<file path="src/rtl/tx_ctrl_pkg.sv">
// Shared types for the TX control slice: sequencer state, configuration record, scale limit.
package tx_ctrl_pkg;

  typedef enum logic [1:0] {
    IDLE      = 2'd0,
    RAMP_DOWN = 2'd1,
    APPLY     = 2'd2,
    RAMP_UP   = 2'd3
  } tx_seq_state_t;

  typedef struct packed {
    logic [7:0]  gain;
    logic [15:0] phase_inc;
    logic        pre_distortion;
    logic [3:0]  scale;
  } tx_cfg_t;

  localparam logic [3:0] SCALE_MAX = 4'd15;

endpackage

</file>
<file path="src/rtl/tx_auto_scale.sv">
// Auto-scale observer: per-window peak of interval_max with over/under hysteresis.
// Emits single-cycle step requests; the sequencer owns scale_select itself.
module tx_auto_scale
  import tx_ctrl_pkg::*;
#(
  parameter int          WINDOW_LEN = 1024,
  parameter logic [15:0] HIGH_THR   = 16'd30000,
  parameter logic [15:0] LOW_THR    = 16'd8000,
  parameter int          HYST       = 3
) (
  input  logic        clock,
  input  logic        resetn,
  input  logic        run,
  input  logic        clr,
  input  logic [15:0] interval_max,
  input  logic [3:0]  scale_cur,
  output logic        step_up,
  output logic        step_down
);

  localparam int CW = $clog2(WINDOW_LEN);
  localparam int HW = $clog2(HYST + 1);
  localparam logic [CW-1:0] WIN_LAST = CW'(WINDOW_LEN - 1);
  localparam logic [HW-1:0] HYST_N   = HW'(HYST);

  logic [CW-1:0] win_q, win_d;
  logic [15:0]   max_q, max_d, max_now;
  logic [HW-1:0] over_q, over_d, under_q, under_d;
  logic          win_end;

  always_comb begin
    max_now   = (interval_max > max_q) ? interval_max : max_q;
    win_end   = run && (win_q == WIN_LAST);
    win_d     = '0;
    max_d     = '0;
    over_d    = over_q;
    under_d   = under_q;
    step_up   = 1'b0;
    step_down = 1'b0;
    // Leaving run (outside IDLE, or on a handshake) restarts the window from zero.
    if (run && !win_end) begin
      win_d = win_q + 1'b1;
      max_d = max_now;
    end
    if (clr) begin
      over_d  = '0;
      under_d = '0;
    end else if (win_end) begin
      if (max_now > HIGH_THR) begin
        under_d = '0;
        over_d  = (over_q == HYST_N) ? HYST_N : over_q + 1'b1;
        if (over_d == HYST_N && scale_cur != SCALE_MAX) begin
          step_up = 1'b1;
          over_d  = '0;
        end
      end else if (max_now < LOW_THR) begin
        over_d  = '0;
        under_d = (under_q == HYST_N) ? HYST_N : under_q + 1'b1;
        if (under_d == HYST_N && scale_cur != 4'd0) begin
          step_down = 1'b1;
          under_d   = '0;
        end
      end else begin
        over_d  = '0;
        under_d = '0;
      end
    end
  end

  always_ff @(posedge clock or negedge resetn) begin
    if (!resetn) begin
      win_q   <= '0;
      max_q   <= '0;
      over_q  <= '0;
      under_q <= '0;
    end else begin
      win_q   <= win_d;
      max_q   <= max_d;
      over_q  <= over_d;
      under_q <= under_d;
    end
  end

endmodule

</file>
<file path="src/rtl/tx_cfg_sequencer.sv">
// TX configuration sequencer: ramps mixer gain to zero, swaps LO/pre-distortion/scale in one
// cycle, ramps back to target. The auto-scale loop is built only with TX_AUTO_SCALE_EN.
// Handshake: a request is taken on any cycle with cfg_valid && cfg_ready; cfg_ready is high
// only in IDLE and the requester holds its fields stable until that cycle.
module tx_cfg_sequencer
  import tx_ctrl_pkg::*;
#(
  parameter int          RAMP_DIV   = 16,
  parameter int          GAIN_STEP  = 8,
  parameter int          WINDOW_LEN = 1024,
  parameter logic [15:0] HIGH_THR   = 16'd30000,
  parameter logic [15:0] LOW_THR    = 16'd8000,
  parameter int          HYST       = 3
) (
  input  logic          clock,
  input  logic          resetn,
  input  logic          cfg_valid,
  output logic          cfg_ready,
  input  logic [7:0]    cfg_gain,
  input  logic [15:0]   cfg_phase_inc,
  input  logic          cfg_pre_distortion,
  input  logic [3:0]    cfg_scale,
  input  logic [15:0]   interval_max,
  output logic [7:0]    mixer_gain,
  output logic [15:0]   lo_dds_phase_inc,
  output logic          enable_pre_distortion,
  output logic [3:0]    scale_select,
  output logic          busy,
  output logic          scale_event,
  output tx_seq_state_t dbg_state
);

  localparam int DW = (RAMP_DIV > 1) ? $clog2(RAMP_DIV) : 1;
  localparam logic [DW-1:0] DIV_LAST = DW'(RAMP_DIV - 1);
  localparam logic [7:0]    STEP8    = 8'(GAIN_STEP);
  localparam logic [8:0]    STEP9    = 9'(GAIN_STEP);

  tx_seq_state_t state_q, state_d;
  tx_cfg_t       shadow_q, shadow_d;
  logic [DW-1:0] div_q, div_d;
  logic [7:0]    gain_q, gain_d;
  logic [15:0]   phase_q, phase_d;
  logic          pd_q, pd_d;
  logic [3:0]    scale_q, scale_d;
  logic          event_q, event_d;
  logic          ready_q, ready_d;
  logic          busy_q, busy_d;
  logic          hs, div_tick;
  logic [8:0]    gain_up9;
  logic          as_up, as_dn;

`ifdef TX_AUTO_SCALE_EN
  tx_auto_scale #(
    .WINDOW_LEN(WINDOW_LEN),
    .HIGH_THR  (HIGH_THR),
    .LOW_THR   (LOW_THR),
    .HYST      (HYST)
  ) u_auto_scale (
    .clock       (clock),
    .resetn      (resetn),
    .run         ((state_q == IDLE) && !cfg_valid),
    .clr         (state_q == APPLY),
    .interval_max(interval_max),
    .scale_cur   (scale_q),
    .step_up     (as_up),
    .step_down   (as_dn)
  );
`else
  logic unused_interval_max;
  assign unused_interval_max = ^interval_max;
  assign as_up = 1'b0;
  assign as_dn = 1'b0;
`endif

  always_comb begin
    state_d  = state_q;
    shadow_d = shadow_q;
    div_d    = div_q;
    gain_d   = gain_q;
    phase_d  = phase_q;
    pd_d     = pd_q;
    scale_d  = scale_q;
    event_d  = 1'b0;
    hs       = cfg_valid && (state_q == IDLE);
    div_tick = (div_q == '0);
    gain_up9 = {1'b0, gain_q} + STEP9;
    unique case (state_q)
      IDLE: begin
        if (hs) begin
          shadow_d = '{gain: cfg_gain, phase_inc: cfg_phase_inc,
                       pre_distortion: cfg_pre_distortion, scale: cfg_scale};
          div_d    = DIV_LAST;
          state_d  = RAMP_DOWN;
        end else if (as_up) begin
          scale_d = scale_q + 4'd1;
          event_d = 1'b1;
        end else if (as_dn) begin
          scale_d = scale_q - 4'd1;
          event_d = 1'b1;
        end
      end
      RAMP_DOWN: begin
        if (gain_q == 8'd0) begin
          state_d = APPLY;
        end else if (div_tick) begin
          gain_d = (gain_q > STEP8) ? gain_q - STEP8 : 8'd0;
          div_d  = DIV_LAST;
        end else begin
          div_d = div_q - 1'b1;
        end
      end
      APPLY: begin
        phase_d = shadow_q.phase_inc;
        pd_d    = shadow_q.pre_distortion;
        scale_d = shadow_q.scale;
        div_d   = DIV_LAST;
        state_d = RAMP_UP;
      end
      RAMP_UP: begin
        if (gain_q == shadow_q.gain) begin
          state_d = IDLE;
        end else if (div_tick) begin
          // 9-bit sum so the last step clips to target instead of wrapping.
          gain_d = (gain_up9 >= {1'b0, shadow_q.gain}) ? shadow_q.gain : gain_up9[7:0];
          div_d  = DIV_LAST;
        end else begin
          div_d = div_q - 1'b1;
        end
      end
      default: state_d = IDLE;
    endcase
    ready_d = (state_d == IDLE);
    busy_d  = (state_d != IDLE);
  end

  always_ff @(posedge clock or negedge resetn) begin
    if (!resetn) begin
      state_q  <= IDLE;
      shadow_q <= '0;
      div_q    <= '0;
      gain_q   <= '0;
      phase_q  <= '0;
      pd_q     <= 1'b0;
      scale_q  <= '0;
      event_q  <= 1'b0;
      ready_q  <= 1'b1;
      busy_q   <= 1'b0;
    end else begin
      state_q  <= state_d;
      shadow_q <= shadow_d;
      div_q    <= div_d;
      gain_q   <= gain_d;
      phase_q  <= phase_d;
      pd_q     <= pd_d;
      scale_q  <= scale_d;
      event_q  <= event_d;
      ready_q  <= ready_d;
      busy_q   <= busy_d;
    end
  end

  assign cfg_ready             = ready_q;
  assign busy                  = busy_q;
  assign mixer_gain            = gain_q;
  assign lo_dds_phase_inc      = phase_q;
  assign enable_pre_distortion = pd_q;
  assign scale_select          = scale_q;
  assign scale_event           = event_q;
  assign dbg_state             = state_q;

endmodule

</file>
<file path="config.mk">
export PLATFORM = sky130hd
export DESIGN_NAME = tx_cfg_sequencer
export DESIGN_NICKNAME = d
export VERILOG_FILES = /design/src/rtl/tx_ctrl_pkg.sv /design/src/rtl/tx_auto_scale.sv /design/src/rtl/tx_cfg_sequencer.sv
export SDC_FILE = /design/constraint.sdc
export NUM_CORES = 1
export LEC_CHECK = 0
export CAP_MARGIN = 20
export CORE_MARGIN = 2
export CORE_UTILIZATION = 45
export CTS_CLUSTER_DIAMETER = 150
export DETAILED_ROUTE_END_ITERATION = 16
export DONT_BUFFER_PORTS = 1
export PLACE_DENSITY = 0.69
export SETUP_SLACK_MARGIN = 0.1
export SYNTH_ARGS = -nofsm -noshare
export SYNTH_HDL_FRONTEND = slang
export SYNTH_SLANG_ARGS = --single-unit
export TNS_END_PERCENT = 1
</file>
<file path="constraint.sdc">
create_clock -name clock -period 3.5 [get_ports clock]
set_input_delay 0.525 -clock clock [delete_from_list [all_inputs] [get_ports clock]]
set_output_delay 0.525 -clock clock [all_outputs]
set_load 0.01 [all_outputs]
</file>
==> results.tsv, run 1 <==
metric	value	unit
status	complete, no violations	
cp_cell_sequence	ha_1 -> nand3_1 -> xnor2_1 -> ha_1 -> nand3_1 -> o311a_1 -> nor3_1 -> a22oi_1 -> o21ai_0	
synth_top_cells_by_count	dfrtp_1, mux2_2, nand2_1, inv_1, o21ai_0	
synth_seq_area_share	0.531	
setup_viol_count_final	0	
maximum_number_of_pins_on_one_net_before_global_route_repair	66	
finalCritPeriodShare	0.864	
power_frac_clock	0.424	
dp.final_hpwl	3950	um
core_area	0.00676	mm^2
num_antenna_cells	0	
crit_required	3750	ps
postCtsHoldBufs	1	
syn-cell-area	0.00311	mm^2
grt_pass1_wl	9650	um
post_synth.cell_area_avg	11.9	um^2
clk_slew_on_worst_s_h_paths	80	ps
cts_repair_resize_count	0	
timing.critical_path.slowest_stage_cell	dfrtp_1	
first_global_vias	1939	
route.final.wire_length	5940	um
fmaxAchievable	0.331	GHz
timing_max_transition_violations_final	0	
synthArstFlopShare	1.00	
number_of_antenna_violations_at_the_first_check_in_global_routing	0	
p_sw_frac	0.242	
setup.worst_path.end_class	flop	
die_area	0.00760	mm^2
gp_routability_congestion	0.794	
tns	0	ps
worst_pin_slew	520	ps
rrSetupSlack	480	ps
dominant_cell_type_by_area_after_synthesis	dfrtp_1	
post_route_cells_drive_above_1_share	0.261	
die_height	87.2	um
cts_made_buffers	9	
track_usage	0.169	
routedWlPerCell	17.1	um
worst_stage_delay_on_the_critical_path	660	ps
design_power_total	1.36	mW
yosys.cell_types.count	54	
register_area	0.00165	mm^2
arrival	3280	ps
timing_hold_violations_final	0	
total_switching_power	0.327	mW
power-per-cell-area	403	mW/mm^2
detail_route.drc_violations	0	
crit_path_max_fanout	14	
detail_route.first_pass.iterations	4	
antenna_left	0	
p_int	1.03	mW
post_drt_via_cell_ratio	5.67	
path_delay_family	compound AO/OA/AOI/OAI gates	
period_needed	3020	ps
pin_count	82	
ys_warn_count	0	
netlist_top_cells_area	dfrtp_1, mux2_2, ha_1, o21ai_0, nand2_1	
worstSetupStartpointType	flop	
critical_path_buffers_and_inverters	0	
synth.most_common_cell	dfrtp_1	
initial_utilization	0.461	
overflow	0	
synth_top_area_frac	0.523	
cts.root.buffer_cell	clkbuf_8	
worst_ir_drop_vdd	0.000259	V
fp.dieW	87.2	um
htree_num_levels	3	
dr_iter_0_viols	75	
clkLatencyLatePin	340	ps
syn-instance-count	262	
placement_rows	30	
final.setup_skew	6.55	ps
path_class	flop to flop	
post-cts-setup-buffers	0	
cts.sinks	66	
drv_cap	0	
num-fill-cells	613	
postSynthRegisterBits	66	
total_leakage_power	1.68	nW
sequential_power_share	0.562	
cts_tree	done	
net_count_after_synthesis	321	
port-buffer-count	0	
vias	1972	
layout.nets	322	
area_overhead_of_the_layout_relative_to_synthesis	8.04	%
max-slew-margin-rel	0.653	
synth_edf_count	0	
cts_max_path_buffers	2	
worstHoldPathType	primary input to asynchronous set/reset pin	
rsz0062_at_grt	no	
power.share.combinational	0.014	
multiInputGateArea	0.00133	mm^2
ys_dominant_reg_cell	dfrtp_1	
-- cells by family after synthesis --
family	share of synthesized area
AOI/OAI and AO/OA	0.103
xor gates and xnor gates	0.0281
adders and majority gates	0.0442
buffers and inverters	0.0422
DFF	0.531
muxes	0.162
other	0.00121
and+or+nand+nor	0.0885
-- final cells by class --
type	count	area share
flip-flops and latches	66	0.492
multi-input cells	168	0.395
clock buffers	9	0.0368
well taps	80	0.0298
clock inverters	7	0.0156
repair buffers	4	0.0156
inverters	14	0.0156
-- cells in the final DEF, fill, tap and decap left out, types with 2 or more instances in the layout --
cell | synthesis | layout
clkinv_4 | 0 | 2
clkinv_2 | 0 | 2
xor2_1 | 3 | 3
clkbuf_8 | 0 | 9
inv_6 | 0 | 2
mux2i_1 | 2 | 2
a22oi_1 | 3 | 3
a31oi_1 | 4 | 4
and2_1 | 2 | 2
dfrtp_1 | 65 | 65
ha_1 | 11 | 11
a21o_1 | 2 | 2
o221ai_1 | 2 | 2
nor3_1 | 3 | 3
buf_4 | 2 | 2
a21oi_1 | 5 | 5
nand2_1 | 17 | 17
nand2b_1 | 3 | 3
xnor2_1 | 7 | 7
nand4_1 | 3 | 3
nor2_1 | 13 | 13
mux2_2 | 43 | 43
nand3_1 | 3 | 3
o21ai_0 | 14 | 14
inv_1 | 14 | 14
-- flip-flops by register name, summed over array words and instances, names as in the netlist --
name,count
enable_pre_distortion,1
mixer_gain,8
busy,1
shadow_q,29
dbg_state,2
div_q,4
scale_select,4
cfg_ready,1
lo_dds_phase_inc,16
-- per-stage QoR --
| step | hold WS, ps | util | std cells | setup slack [ps] | instance area [um^2] |
|---|---|---|---|---|---|
| floorplan | 229 | - | 262 | 957 | 3110 |
| global placement | 231 | 0.466 | 330 | 600 | 3150 |
| detailed placement | 231 | 0.466 | 330 | 490 | 3150 |
| CTS | 2.09 | 0.496 | 347 | 478 | 3350 |
| global route | 48.5 | 0.498 | 348 | 234 | 3360 |
| finish | 43.2 | 0.498 | 348 | 475 | 3360 |
-- worst register-to-register path, delay by kind of cell, from the launching register on --
kind,cells,cell delay (ps)
and+or+nand+nor,3,620
AOI/OAI and AO/OA,3,850
DFF,1,660
xor gates and xnor gates,1,180
adders and majority gates,2,630
-- layer usage --
| metal | wire [um] | vias up | global-route usage |
|---|---|---|---|
| li1 | - | 929 | - |
| met1 | 2500 | 979 | 0.204 |
| met2 | 2890 | 58 | 0.269 |
| met3 | 477 | 6 | 0.0711 |
| met4 | 78 | 0 | 0.0671 |
| met5 | 0 | - | 0 |
-- worst paths after layout --
check,from,end,cells past startpoint
min reg2reg,shadow_q[19]$_DFFE_PN0P_,shadow_q[19]$_DFFE_PN0P_,1
min in group clock,cfg_gain[3],shadow_q[24]$_DFFE_PN0P_,2
max,mixer_gain[3]$_DFFE_PN0P_,mixer_gain[1]$_DFFE_PN0P_,9
min,resetn,shadow_q[27]$_DFFE_PN0P_,1
max reg2reg,mixer_gain[3]$_DFFE_PN0P_,mixer_gain[1]$_DFFE_PN0P_,9
max in group asynchronous,resetn,cfg_ready$_DFF_PN1_,1
-- power groups by stage --
stage / registers (mW) / logic (mW) / clock network, mW
after floorplan: 0.777 / 0.00160 / 0
after global routing: 0.762 / 0.0227 / 0.625
after CTS: 0.762 / 0.0194 / 0.590
final: 0.762 / 0.0189 / 0.574
after global placement: 0.777 / 0.000768 / 0
after detailed placement: 0.777 / 0.000768 / 0
Note: power is estimated with default switching activity, not from simulation.
==> run 2: changes to the inputs <==
- ABC_AREA: unset -> 0
- CORE_UTILIZATION: 45 -> 49
- DONT_BUFFER_PORTS: 1 -> unset
- PLACE_DENSITY: 0.69 -> 0.9
==> run 2 against run 1 <==
Setup slack improved by 97 ps. Sequential share of layout area shrank 8.2 points. Critical path type unchanged. Largest power group is now clock. Combinational power rose to 2.7 times the previous value. First-iteration DRC count up 45%. Largest cell class unchanged.
==> results.tsv, run 2 (synthesized netlist as in run 1, its figures left out) <==
metric	value	unit
status	complete, no violations	
fp.dieW	83.7	um
r2r_end	mixer_gain[2]$_DFFE_PN0P_	
overflow	0	
design_power_total	1.58	mW
placement_rows	29	
preCtsSetupSlack	609	ps
num_antenna_cells	0	
finalCritPeriodShare	0.837	
period_needed	2930	ps
multiInputGateArea	0.00133	mm^2
layout.cells.most_common	dfrtp_1	
initial_utilization	0.499	
crit_required	3760	ps
port-buffer-count	64	
worst_ir_drop_vdd	0.000290	V
most-common-layout-cells	dfrtp_1, clkdlybuf4s50_1, mux2_2, nand2_1	
gp_routability_congestion	0.838	
crit_path_max_fanout	14	
area_overhead_of_the_layout_relative_to_synthesis	29.7	%
worst_pin_slew	526	ps
cts.root.buffer_cell	clkbuf_8	
path_class	flop to flop	
arrival	3190	ps
die_height	83.7	um
tns	0	ps
timing_hold_violations_final	0	
register_area	0.00165	mm^2
worst_setup_path_startpoint	mixer_gain[3]$_DFFE_PN0P_	
route.final.wire_length	6450	um
cts_repair_resize_count	0	
pin_count	82	
dp.final_hpwl	4760	um
post_route_cells_drive_above_1_share	0.217	
cts.sinks	66	
final.setup_skew	6.97	ps
core_area	0.00624	mm^2
num-fill-cells	489	
fmaxAchievable	0.342	GHz
rsz0062_at_grt	no	
cts_max_path_buffers	2	
setup.worst_path.end_class	flop	
die_area	0.00700	mm^2
clk_slew_on_worst_s_h_paths	70	ps
number_of_antenna_violations_at_the_first_check_in_global_routing	0	
power-per-cell-area	392	mW/mm^2
drv_cap	0	
worstSetupStartpointType	flop	
track_usage	0.200	
detail_route.first_pass.iterations	4	
dr_iter_0_viols	109	
routedWlPerCell	15.8	um
rrSetupSlack	570	ps
first_global_vias	2354	
detail_route.drc_violations	0	
grt_pass1_wl	11100	um
largest-register	shadow_q	
fin_cells	409	
post_drt_via_cell_ratio	5.34	
setup_viol_count_final	0	
layout.nets	386	
timing.reg2reg.worst_path_depth	9	
largest_reg_flops	29	
r2r_start	mixer_gain[3]$_DFFE_PN0P_	
total_leakage_power	1.94	nW
finalWorstSetupSlack	572	ps
antenna_left	0	
cts_tree	done	
final_cell_area	0.00404	mm^2
post_dp_cell_area	0.00379	mm^2
postCtsHoldBufs	0	
cts_made_buffers	9	
worstHoldPathType	primary input to asynchronous set/reset pin	
timing_max_transition_violations_final	0	
htree_num_levels	3	
numPlacedInstances	393	
maximum_number_of_pins_on_one_net_before_global_route_repair	32	
clkLatencyLatePin	340	ps
vias	2185	
hold_ws	47.0	ps
finish.utilization	0.647	
max-slew-margin-rel	0.649	
post-cts-setup-buffers	0	
==> run 2: changes by cell type in the layout (fill, tap and decap cells not counted) <==
| cell | delta |
|---|---|
| buf_4 | +2 |
| clkinvlp_4 | -1 |
| dlygate4sd3_1 | -1 |
| buf_2 | +1 |
| buf_16 | -1 |
| inv_6 | -2 |
| bufinv_16 | +3 |
| clkdlybuf4s50_1 | +63 |
==> run 2: how the worst max path moves through the flow <==
stage,end,cells past startpoint
floorplan,mixer_gain[5]$_DFFE_PN0P_,11
global placement,mixer_gain[4]$_DFFE_PN0P_,10
detailed placement,mixer_gain[4]$_DFFE_PN0P_,10
CTS,mixer_gain[2]$_DFFE_PN0P_,9
global route,mixer_gain[5]$_DFFE_PN0P_,10
finish,mixer_gain[2]$_DFFE_PN0P_,9
==> run 2: report_power, final <==
| group | internal, mW | total, mW | switching [mW] |
|---|---|---|---|
| Combinational | 0.0310 | 0.0507 | 0.0197 |
| Sequential | 0.762 | 0.762 | 0 |
| Clock | 0.473 | 0.768 | 0.295 |
| Total | 1.27 | 1.58 | 0.315 |
==> run 2: layout make-up <==
| cell class | instances | share of cell area |
|---|---|---|
| inverter | 14 | 0.0130 |
| clock buffer | 9 | 0.0307 |
| sequential | 66 | 0.409 |
| tap | 77 | 0.0239 |
| timing repair buffer | 68 | 0.165 |
| clock inverter | 7 | 0.0291 |
| multi-input combinational | 168 | 0.329 |
==> run 2: metal layers <==
layer | vias up | track usage | routed length [um]
met5 | - | 0 | 0
met2 | 49 | 0.332 | 3250
met1 | 1069 | 0.247 | 2790
li1 | 1056 | - | -
met4 | 0 | 0.0909 | 106
met3 | 11 | 0.0475 | 313
==> run 2: worst max-delay path, cell delays in order, from the launching register on <==
cell	delay, ps
dfrtp_1	580
ha_1	300
nand3_1	130
xnor2_1	190
ha_1	320
nand3_1	100
o311a_1	540
nor3_1	410
a22oi_1	120
o21ai_0	160
